[config.mk]
export PLATFORM = sky130hd
export DESIGN_NAME = pwm_peripheral_flat
export DESIGN_NICKNAME = d
export VERILOG_FILES = /design/src/rtl/pwm_peripheral_if.sv /design/src/rtl/pwm_peripheral.sv /design/src/flat_wrapper.sv
export SDC_FILE = /design/constraint.sdc
export NUM_CORES = 1
export LEC_CHECK = 0
export ABC_AREA = 1
export CAP_MARGIN = 20
export CORE_UTILIZATION = 35
export DETAILED_ROUTE_END_ITERATION = 8
export PLACE_DENSITY_LB_ADDON = 0.05
export RECOVER_POWER = 25
export SLEW_MARGIN = 0
export SYNTH_ARGS = -nofsm -noshare
export SYNTH_HDL_FRONTEND = slang
export SYNTH_SLANG_ARGS = --single-unit
[constraint.sdc]
create_clock -name clk -period 2.5 [get_ports clk]
set_input_delay 0.5 -clock clk [delete_from_list [all_inputs] [get_ports clk]]
set_output_delay 0.5 -clock clk [all_outputs]
set_load 0.005 [all_outputs]
[src/rtl/pwm_peripheral_if.sv]
// Configuration and pin-drive bundle between the SPI register file, the PWM
// block and the output pads.
interface pwm_peripheral_if;
    logic [7:0]  en_reg_out_7_0;
    logic [7:0]  en_reg_out_15_8;
    logic [7:0]  en_reg_pwm_7_0;
    logic [7:0]  en_reg_pwm_15_8;
    logic [7:0]  pwm_duty_cycle;
    logic [15:0] out;
    logic        period_start;

    modport master (
        output en_reg_out_7_0,
        output en_reg_out_15_8,
        output en_reg_pwm_7_0,
        output en_reg_pwm_15_8,
        output pwm_duty_cycle,
        input  out,
        input  period_start
    );

    modport slave (
        input  en_reg_out_7_0,
        input  en_reg_out_15_8,
        input  en_reg_pwm_7_0,
        input  en_reg_pwm_15_8,
        input  pwm_duty_cycle,
        output out,
        output period_start
    );
endinterface

[src/rtl/pwm_peripheral.sv]
// 16-pin output driver: each pin is held low, driven static high, or follows a
// shared 256-step PWM waveform whose duty is latched only at period boundaries.
module pwm_peripheral #(
    parameter int unsigned CLK_DIV = 3000
) (
    input  logic             clk,
    input  logic             rst_n,
    pwm_peripheral_if.slave  bus
);

    localparam logic [15:0] PRESC_LAST = 16'(CLK_DIV - 1);

    logic [15:0] presc_q, presc_d;
    logic [7:0]  step_q, step_d;
    logic [7:0]  shadow_q, shadow_d;
    logic [15:0] out_q, out_d;
    logic        period_start_q, period_start_d;

    logic        tick;
    logic        boundary;
    logic        pwm;
    logic [15:0] en_out;
    logic [15:0] en_pwm;

    assign en_out = {bus.en_reg_out_15_8, bus.en_reg_out_7_0};
    assign en_pwm = {bus.en_reg_pwm_15_8, bus.en_reg_pwm_7_0};

    always_comb begin
        tick           = (presc_q == PRESC_LAST);
        boundary       = tick && (step_q == 8'hFF);
        presc_d        = tick ? 16'd0 : presc_q + 16'd1;
        step_d         = tick ? step_q + 8'd1 : step_q;
        // Duty is only sampled on the last cycle of a period so a period never
        // mixes two duty values.
        shadow_d       = boundary ? bus.pwm_duty_cycle : shadow_q;
        period_start_d = boundary;
        pwm            = (shadow_q == 8'hFF) || (step_q < shadow_q);
        out_d          = en_out & (~en_pwm | {16{pwm}});
    end

    always_ff @(posedge clk or negedge rst_n) begin
        if (!rst_n) begin
            presc_q        <= '0;
            step_q         <= '0;
            shadow_q       <= '0;
            out_q          <= '0;
            period_start_q <= 1'b0;
        end else begin
            presc_q        <= presc_d;
            step_q         <= step_d;
            shadow_q       <= shadow_d;
            out_q          <= out_d;
            period_start_q <= period_start_d;
        end
    end

    assign bus.out          = out_q;
    assign bus.period_start = period_start_q;

endmodule
[src/flat_wrapper.sv]
// flat-port wrapper written by rule: the top's interface ports become plain ports
module pwm_peripheral_flat 
#(
    parameter int unsigned CLK_DIV = 3000
)
  (clk, rst_n, bus_en_reg_out_7_0, bus_en_reg_out_15_8, bus_en_reg_pwm_7_0, bus_en_reg_pwm_15_8, bus_pwm_duty_cycle, bus_out, bus_period_start);
  pwm_peripheral_if bus_i ();
  input  logic clk;
  input  logic rst_n;
  input wire logic [$bits(bus_i.en_reg_out_7_0)-1:0] bus_en_reg_out_7_0;
  input wire logic [$bits(bus_i.en_reg_out_15_8)-1:0] bus_en_reg_out_15_8;
  input wire logic [$bits(bus_i.en_reg_pwm_7_0)-1:0] bus_en_reg_pwm_7_0;
  input wire logic [$bits(bus_i.en_reg_pwm_15_8)-1:0] bus_en_reg_pwm_15_8;
  input wire logic [$bits(bus_i.pwm_duty_cycle)-1:0] bus_pwm_duty_cycle;
  output wire logic [$bits(bus_i.out)-1:0] bus_out;
  output wire logic [$bits(bus_i.period_start)-1:0] bus_period_start;
  assign bus_i.en_reg_out_7_0 = bus_en_reg_out_7_0;
  assign bus_i.en_reg_out_15_8 = bus_en_reg_out_15_8;
  assign bus_i.en_reg_pwm_7_0 = bus_en_reg_pwm_7_0;
  assign bus_i.en_reg_pwm_15_8 = bus_en_reg_pwm_15_8;
  assign bus_i.pwm_duty_cycle = bus_pwm_duty_cycle;
  assign bus_out = bus_i.out;
  assign bus_period_start = bus_i.period_start;
  pwm_peripheral #(.CLK_DIV(CLK_DIV)) u_core (.clk(clk), .rst_n(rst_n), .bus(bus_i));
endmodule
# Word level (Yosys, flattened, before mapping)

Index checks and enable logic that the tools add are counted.

Word-level logic and storage cells: 17
Flip-flop bits (word level): 49
Output and inout port bits: 17
Input bits: 42

Add/subtract/negate cells: 2
Magnitude comparators: 1
Bitwise logic cells: 3
Equal/unequal tests: 3
Mux-type cells: 1
Reductions and logical operators: 2

Operators by type and width:

| cell                    | count |
|---|---|
| $add A16 B1 Y16 const B | 1 |
| $and A16 B16 Y16        | 1 |
| $eq A16 B12 Y1 const B  | 1 |
| $eq A8 B8 Y1 const B    | 2 |
| $mux W16                | 1 |
| $not A16 Y16            | 1 |
| $or A16 B16 Y16         | 1 |
| $add A8 B1 Y8 const B   | 1 |
| $lt A8 B8 Y1            | 1 |
| $logic_and A1 B1 Y1     | 1 |
| $logic_or A1 B1 Y1      | 1 |

# Logic depth before layout (Yosys ltp)

Gate-level depths: netlist of the first run.

Depth after elaboration: 4
Mapped depth: 12
Mapped depth without buffers: 11

# Worst setup path before layout of the first run

OpenSTA, ideal clock, no wires.

Path type: register to register
From: register u_core.step_q[5]
To: register u_core.out_q[10] (netlist: u_core.bus.out[10])
Buffers on the path: 1
Required time: 2.437 ns
Arrival: 1.477 ns
Slack: 0.960 ns
Period minus slack after synthesis: 1.540 ns
Stages on the path, launching flop included: 10
Setup time: 0.063 ns
Path through: dfrtp_1 -> ha_1 -> a21oi_1 -> nor2_1 -> nor3_1 -> nand2_1 -> buf_2 -> nand3_1 -> nand2_1 -> inv_1

Longest elaborated chain between the ends: 4

Ends and longest elaborated chain:

| item                       | RTL line             | source |
|---|---|---|
| start: declaration         | pwm_peripheral.sv:14 | `logic [7:0] step_q, step_d;` |
| start signal: assignment   | pwm_peripheral.sv:50 | `step_q <= step_d;` |
| $lt A8 B8 Y1               | pwm_peripheral.sv:37 | `pwm = (shadow_q == 8'hFF) \|\| (step_q < shadow_q);` |
| $logic_or A1 B1 Y1         | pwm_peripheral.sv:37 |  |
| $or A16 B16 Y16            | pwm_peripheral.sv:38 | `out_d = en_out & (~en_pwm \| {16{pwm}});` |
| $and A16 B16 Y16           | pwm_peripheral.sv:38 |  |
| named net u_core.out_d[10] | pwm_peripheral.sv:16 | `logic [15:0] out_q, out_d;` |
| end signal: assignment     | pwm_peripheral.sv:52 | `out_q <= out_d;` |
| end: declaration           | pwm_peripheral.sv:16 |  |

The timed path passes the listed nets, and every way through them passes these cells.
A chain may end at the register's enable or synchronous reset.

# Final worst setup path of the first run

From: register u_core.step_q[5]
To: register u_core.out_q[3] (netlist: u_core.bus.out[3])

Same word-level chain as after synthesis.

==> results_dict.tcl, run 1 <==
set metrics [dict create \
    core_area_mm2 0.00687 \
    grt_pass1_vias 2045 \
    synth.most_common_cell "nand2_1" \
    r2r_start "u_core.step_q[5]" \
    status "complete, but fails checks" \
    postCtsSetupRepairBufs 0 \
    clock_path_buffers 2 \
    drive_above_1_share 0.104 \
    synthTopCellsByArea "dfrtp_1 49%, nand2_1 11%, inv_1 7.7%, nand3_1 5.6%, ha_1 4.5%" \
    power_switching_mw 0.299 \
    critPathMostFrequentCell "nand2_1" \
    multiInputGateArea_mm2 0.00105 \
    fmax_mhz 561 \
    timing.rr.end "u_core.bus.out[3]" \
    syn_inst 301 \
    worstHoldPathType "reg -> reg" \
    cts_sinks 49 \
    synth_nets 352 \
    clk_pin_slew_worst_paths_ns 0.09 \
    slew_headroom -0.0559 \
    yosys_warnings 0 \
    syn_to_final_growth_pct 30.0 \
    end_kind "flip-flop" \
    grt_antenna_before_repair 0 \
    cp.depth 8 \
    n_fill_cell 692 \
    period_share 0.713 \
    power.total_mw 1.37 \
    critical_path_buf_inv_count 1 \
    critPathLaunch "u_core.step_q[5]" \
    rsz0062_at_grt "false" \
    cts_root_buffer "clkbuf_8" \
    synth_edf_count 0 \
    die_w_um 86.9 \
    gr-total-overflow 0 \
    gp_congestion 0.844 \
    num_antenna_cells 0 \
    start_util 0.368 \
    grt_use_total 0.159 \
    pwr-share-seq 0.589 \
    r2r_cells 8 \
    num_io_pins 59 \
    port_buffers 58 \
    cp_max_fo 16 \
    avgSynthCellArea_um2 8.39 \
    power.share.clock 0.321 \
    fin_nets 416 \
    first_pass_iters 4 \
    p_leak_nw 1.72 \
    finalHoldViolations 0 \
    post-route-util 0.478 \
    clk_latency_ns 0.29 \
    comb_power_share 0.090 \
    critical_path_class "reg -> reg" \
    worstMarginPinSlew_ns 1.58 \
    syn_area_mm2 0.00252 \
    path_delay_family "simple AND/OR/NAND/NOR gates" \
    stdcell_count 460 \
    die_area_mm2 0.00756 \
    synth_seq_cells 49 \
    die_h_um 86.9 \
    drc 0 \
    cp_data_arrival_time_ns 2.03 \
    ctsHoldBuffers 0 \
    post_cts_resized 0 \
    vias 1996 \
    ys_async_sr_fraction 1.00 \
    final.setup.tns_ns 0 \
    violations "capacitance limit, slew limit" \
    cts_tree "built" \
    wl_per_cell_um 11.5 \
    min_period_ns 1.78 \
    yosysTopAreaCell "dfrtp_1" \
    finalMaxSlewViolations 30 \
    cell_internal_pwr_mw 1.07 \
    design_area_mm2 0.00328 \
    dp_cells 454 \
    cts_buffers 5 \
    drtIter0Drc 97 \
    wirelength_mm 5.31 \
    slowest_delay_ns 0.45 \
    slowest_stage "dfrtp_1" \
    maxCapViolCount 1 \
    irDropWorstVdd_uv 171 \
    p_sw_frac 0.218 \
    h-tree-depth 2 \
    fin_worst_skew_ns 0.00410 \
    dp_hpwl_mm 4.02 \
    yosys.area.top_type_share 0.486 \
    synth-seq-area-share 0.486 \
    setup_viol 0 \
    synth.top_cells.by_count "74 x nand2_1, 52 x inv_1, 49 x dfrtp_1" \
    ff_latch_area_mm2 0.00123 \
    num_rows 30 \
    place_area_mm2 0.00321 \
    start_kind "flip-flop" \
    grt_pass1_wl_mm 9.30 \
    ys_types 25 \
    ant_nets 0 \
    crit_path_end "u_core.bus.out[3]" \
    rrSetupSlack_ns 0.72 \
    via_per_inst 4.34 \
    power_density_mw_per_mm2 418 \
    synth_ff_type "dfrtp_1" \
    crit_chain "ha_1 -> a21oi_1 -> nor2_1 -> nor3_1 -> nand2_1 -> nand3_1 -> nand2_1 -> inv_1" \
    crit_required_ns 2.74 \
    grt_max_degree 30 \
]
sequential cells by signal (all words and copies together) (netlist names):
register,count
u_core.presc_q,16
u_core.shadow_q,8
u_core.bus.period_start,1
u_core.step_q,8
u_core.bus.out,16
worst min path at each step:
stage | from | to | slack (ns) | cells after the start
3_3_place_gp | u_core.presc_q[15] | u_core.presc_q[15] | 0.46 | 1
5_1_grt | u_core.presc_q[15] | u_core.presc_q[15] | 0.50 | 1
6_report | u_core.presc_q[15] | u_core.presc_q[15] | 0.48 | 1
4_1_cts | rst_n | u_core.step_q[2] | 0.26 | 1
3_5_place_dp | u_core.presc_q[15] | u_core.presc_q[15] | 0.47 | 1
2_1_floorplan | rst_n | u_core.bus.out[0] | 0.20 | 0
cell usage in the layout (no fill, tap or decap), drive strengths merged, types with 3 or more instances in the layout:
cell            n
nand2          80
dfrtp          49
nor2           22
nand4           6
xnor2           3
nor3           13
clkbuf          7
o21ai          11
a21oi           3
nand3          30
clkdlybuf4s50  57
inv            58
xor2           11
ha              9
through the flow:
step	hold WS, ns	setup WS (ns)
2_1_floorplan	0.204	0.960
3_3_place_gp	0.462	0.714
3_5_place_dp	0.467	0.695
4_1_cts	0.258	0.673
5_1_grt	0.499	0.283
6_report	0.480	0.717
final cells by class:
cell class,instances,area share
Tap cell,96,0.0366
Inverter,59,0.0678
Timing Repair Buffer,60,0.178
Multi-Input combinational cell,190,0.321
Clock buffer,5,0.0210
Clock inverter,1,0.00152
Sequential cell,49,0.373
metal layers:
layer,wire [um],up-vias,global-route usage
met3,379,7,0.0607
met1,2510,882,0.196
met5,0,-,0
li1,-,1056,-
met4,65,0,0.0576
met2,2350,51,0.252
power groups by stage:
| stage | Sequential [mW] | Combinational [mW] | Clock (mW) |
|---|---|---|---|
| 2_1_floorplan | 0.826 | 0.0133 | 0 |
| 3_3_place_gp | 0.824 | 0.127 | 0 |
| 3_5_place_dp | 0.824 | 0.127 | 0 |
| 4_1_cts | 0.808 | 0.128 | 0.464 |
| 5_1_grt | 0.809 | 0.137 | 0.499 |
| 6_report | 0.808 | 0.123 | 0.441 |
cell families after synthesis:
logic type | synth area share
DFF | 0.486
and+or+nand+nor | 0.285
adders and majority gates | 0.0446
buffers and inverters | 0.0966
AOI/OAI and AO/OA | 0.0396
xor gates and xnor gates | 0.0486
worst reg2reg max path, delay by kind of cell (launching register included):
kind,cells,cell delay [ns]
AO/OA/AOI/OAI,1,0.15
adder cells (fa/ha/maj),1,0.32
buffers and inverters,1,0.05
flip-flops,1,0.45
AND/OR/NAND/NOR,5,0.76
No activity file was read; power rests on OpenSTA's default activity.
==> run 2: changes to the inputs <==
clock period = 1.6 ns   (was 2.5 ns; I/O delays follow)
==> results_dict.tcl, run 2 (synthesis gave the netlist of run 1 again) <==
set metrics [dict create \
    status "finished clean" \
    cp_max_fo 8 \
    post-route-util 0.516 \
    cell_internal_pwr_mw 1.90 \
    clk_latency_ns 0.30 \
    crit_required_ns 1.84 \
    num_antenna_cells 0 \
    grt_util_met2 0.251 \
    worstHoldPathType "reg -> reg" \
    min_period_ns 1.55 \
    power_density_mw_per_mm2 670 \
    pwr-share-seq 0.532 \
    die_area_mm2 0.00756 \
    slew_headroom 0.551 \
    h-tree-depth 2 \
    rrSetupSlack_ns 0.05 \
    dp_hpwl_mm 3.94 \
    fin_worst_skew_ns 0.00706 \
    hold_path_startpoint "u_core.presc_q[15]" \
    p_sw_frac 0.200 \
    grt-busiest-layer "met2" \
    r2r_start "u_core.step_q[7]" \
    n_fill_cell 632 \
    layout_commonest_cell "nand2_1" \
    rsz0062_at_grt "true" \
    syn_to_final_growth_pct 40.4 \
    grt_max_degree 50 \
    finalMaxSlewViolations 0 \
    hold_ws_ns 0.473 \
    comb_power_share 0.082 \
    cts_sinks 49 \
    maxCapViolCount 0 \
    grt.met1_usage 0.187 \
    power.share.clock 0.386 \
    vias 2083 \
    clk_pin_slew_worst_paths_ns 0.09 \
    port_buffers 58 \
    cp_data_arrival_time_ns 1.79 \
    start_util 0.368 \
    grt_use_total 0.153 \
    r2r_cells 9 \
    whs_path_depth 1 \
    cts_root_buffer "clkbuf_8" \
    gr-total-overflow 0 \
    p_leak_nw 1.84 \
    worstMarginPinSlew_ns 0.674 \
    holdPathEnd "u_core.presc_q[15]" \
    clock_path_buffers 2 \
    cts_tree "built" \
    grt_pass1_vias 1981 \
    drive_above_1_share 0.178 \
    grt_pass1_wl_mm 8.94 \
    wl_per_cell_um 11.4 \
    die_h_um 86.9 \
    period_share 0.967 \
    drc 0 \
    finalHoldViolations 0 \
    core_area_mm2 0.00687 \
    final_cell_mix "70 x nand2_1, 57 x clkdlybuf4s50_1, 51 x inv_1, 49 x dfrtp_1, 24 x nand3_1" \
    fmax_mhz 646 \
    critical_path_class "reg -> reg" \
    die_w_um 86.9 \
    num_io_pins 59 \
    first_pass_iters 6 \
    setup_viol 0 \
    fin_nets 431 \
    power_switching_mw 0.476 \
    start_kind "flip-flop" \
    drtIter0Drc 54 \
    grt_antenna_before_repair 0 \
    cts_buffers 5 \
    timing.rr.end "u_core.bus.out[14]" \
    ant_nets 0 \
    via_per_inst 4.37 \
    irDropWorstVdd_uv 300 \
    end_kind "flip-flop" \
    wirelength_mm 5.42 \
    met3_usage 0.0588 \
    num_rows 30 \
    gp_congestion 0.786 \
]
## run 2: metrics by stage
stage	power, mW	TNS [ns]	cell area [um^2]	cells	setup slack, ns
after floorplan	1.31	0	2520	301	0.0604
after global placement	1.49	0	3330	464	0.0943
after detailed placement	1.49	0	3330	464	0.0464
after CTS	2.42	0	3450	473	0.0218
after global routing	2.48	-1.10	3550	477	-0.0797
final	2.37	0	3550	477	0.0532
## run 2: what timing repair did
action / CTS / global route
hold endpoints to repair: 3 / 0
resized for setup: 0 / 13
setup buffers: 0 / 3
endpoints found under the setup margin: 0 / 23
hold buffers: 1 / 0
## run 2: per-layer routing
metal / share of wire / vias to the layer above
met5: 0 / -
met2: 0.47 / 48
met4: 0.0078 / 0
met3: 0.073 / 4
met1: 0.45 / 946
li1: - / 1085
## run 2: worst max path at each step
stage,start,to,slack (ns),cells after the start
2_1_floorplan,u_core.step_q[5],u_core.bus.out[10],0.06,9
3_3_place_gp,u_core.shadow_q[5],u_core.bus.out[1],0.09,10
3_5_place_dp,u_core.shadow_q[5],u_core.bus.out[0],0.05,10
4_1_cts,u_core.shadow_q[5],u_core.bus.out[0],0.02,10
5_1_grt,u_core.step_q[1],u_core.bus.out[3],-0.08,11
6_report,u_core.step_q[7],u_core.bus.out[14],0.05,9
## run 2: final cells by class
cell class / instances / area (um^2) / share of cell area
flip-flops and latches: 49 / 1230 / 0.346
inverters: 59 / 223 / 0.0628
clock buffers: 7 / 86.3 / 0.0243
clock inverters: 1 / 30.0 / 0.00847
repair buffers: 75 / 748 / 0.211
well taps: 96 / 120 / 0.0339
multi-input cells: 190 / 1110 / 0.314
## run 2: power groups by stage
stage | logic, mW | registers, mW | clock network [mW]
6_report | 0.195 | 1.26 | 0.917
3_3_place_gp | 0.201 | 1.29 | 0
3_5_place_dp | 0.200 | 1.29 | 0
4_1_cts | 0.203 | 1.26 | 0.953
5_1_grt | 0.217 | 1.27 | 0.997
2_1_floorplan | 0.0208 | 1.29 | 0
## run 2: critical path, cell delays in order, from the launching register on
cell and delay, ns:
dfrtp_1 0.41, ha_1 0.32, nand2_1 0.09, nor2_1 0.06
nor3_2 0.16, nand2_2 0.12, clkbuf_16 0.18, nand3_1 0.07
nand2_1 0.05, inv_1 0.04
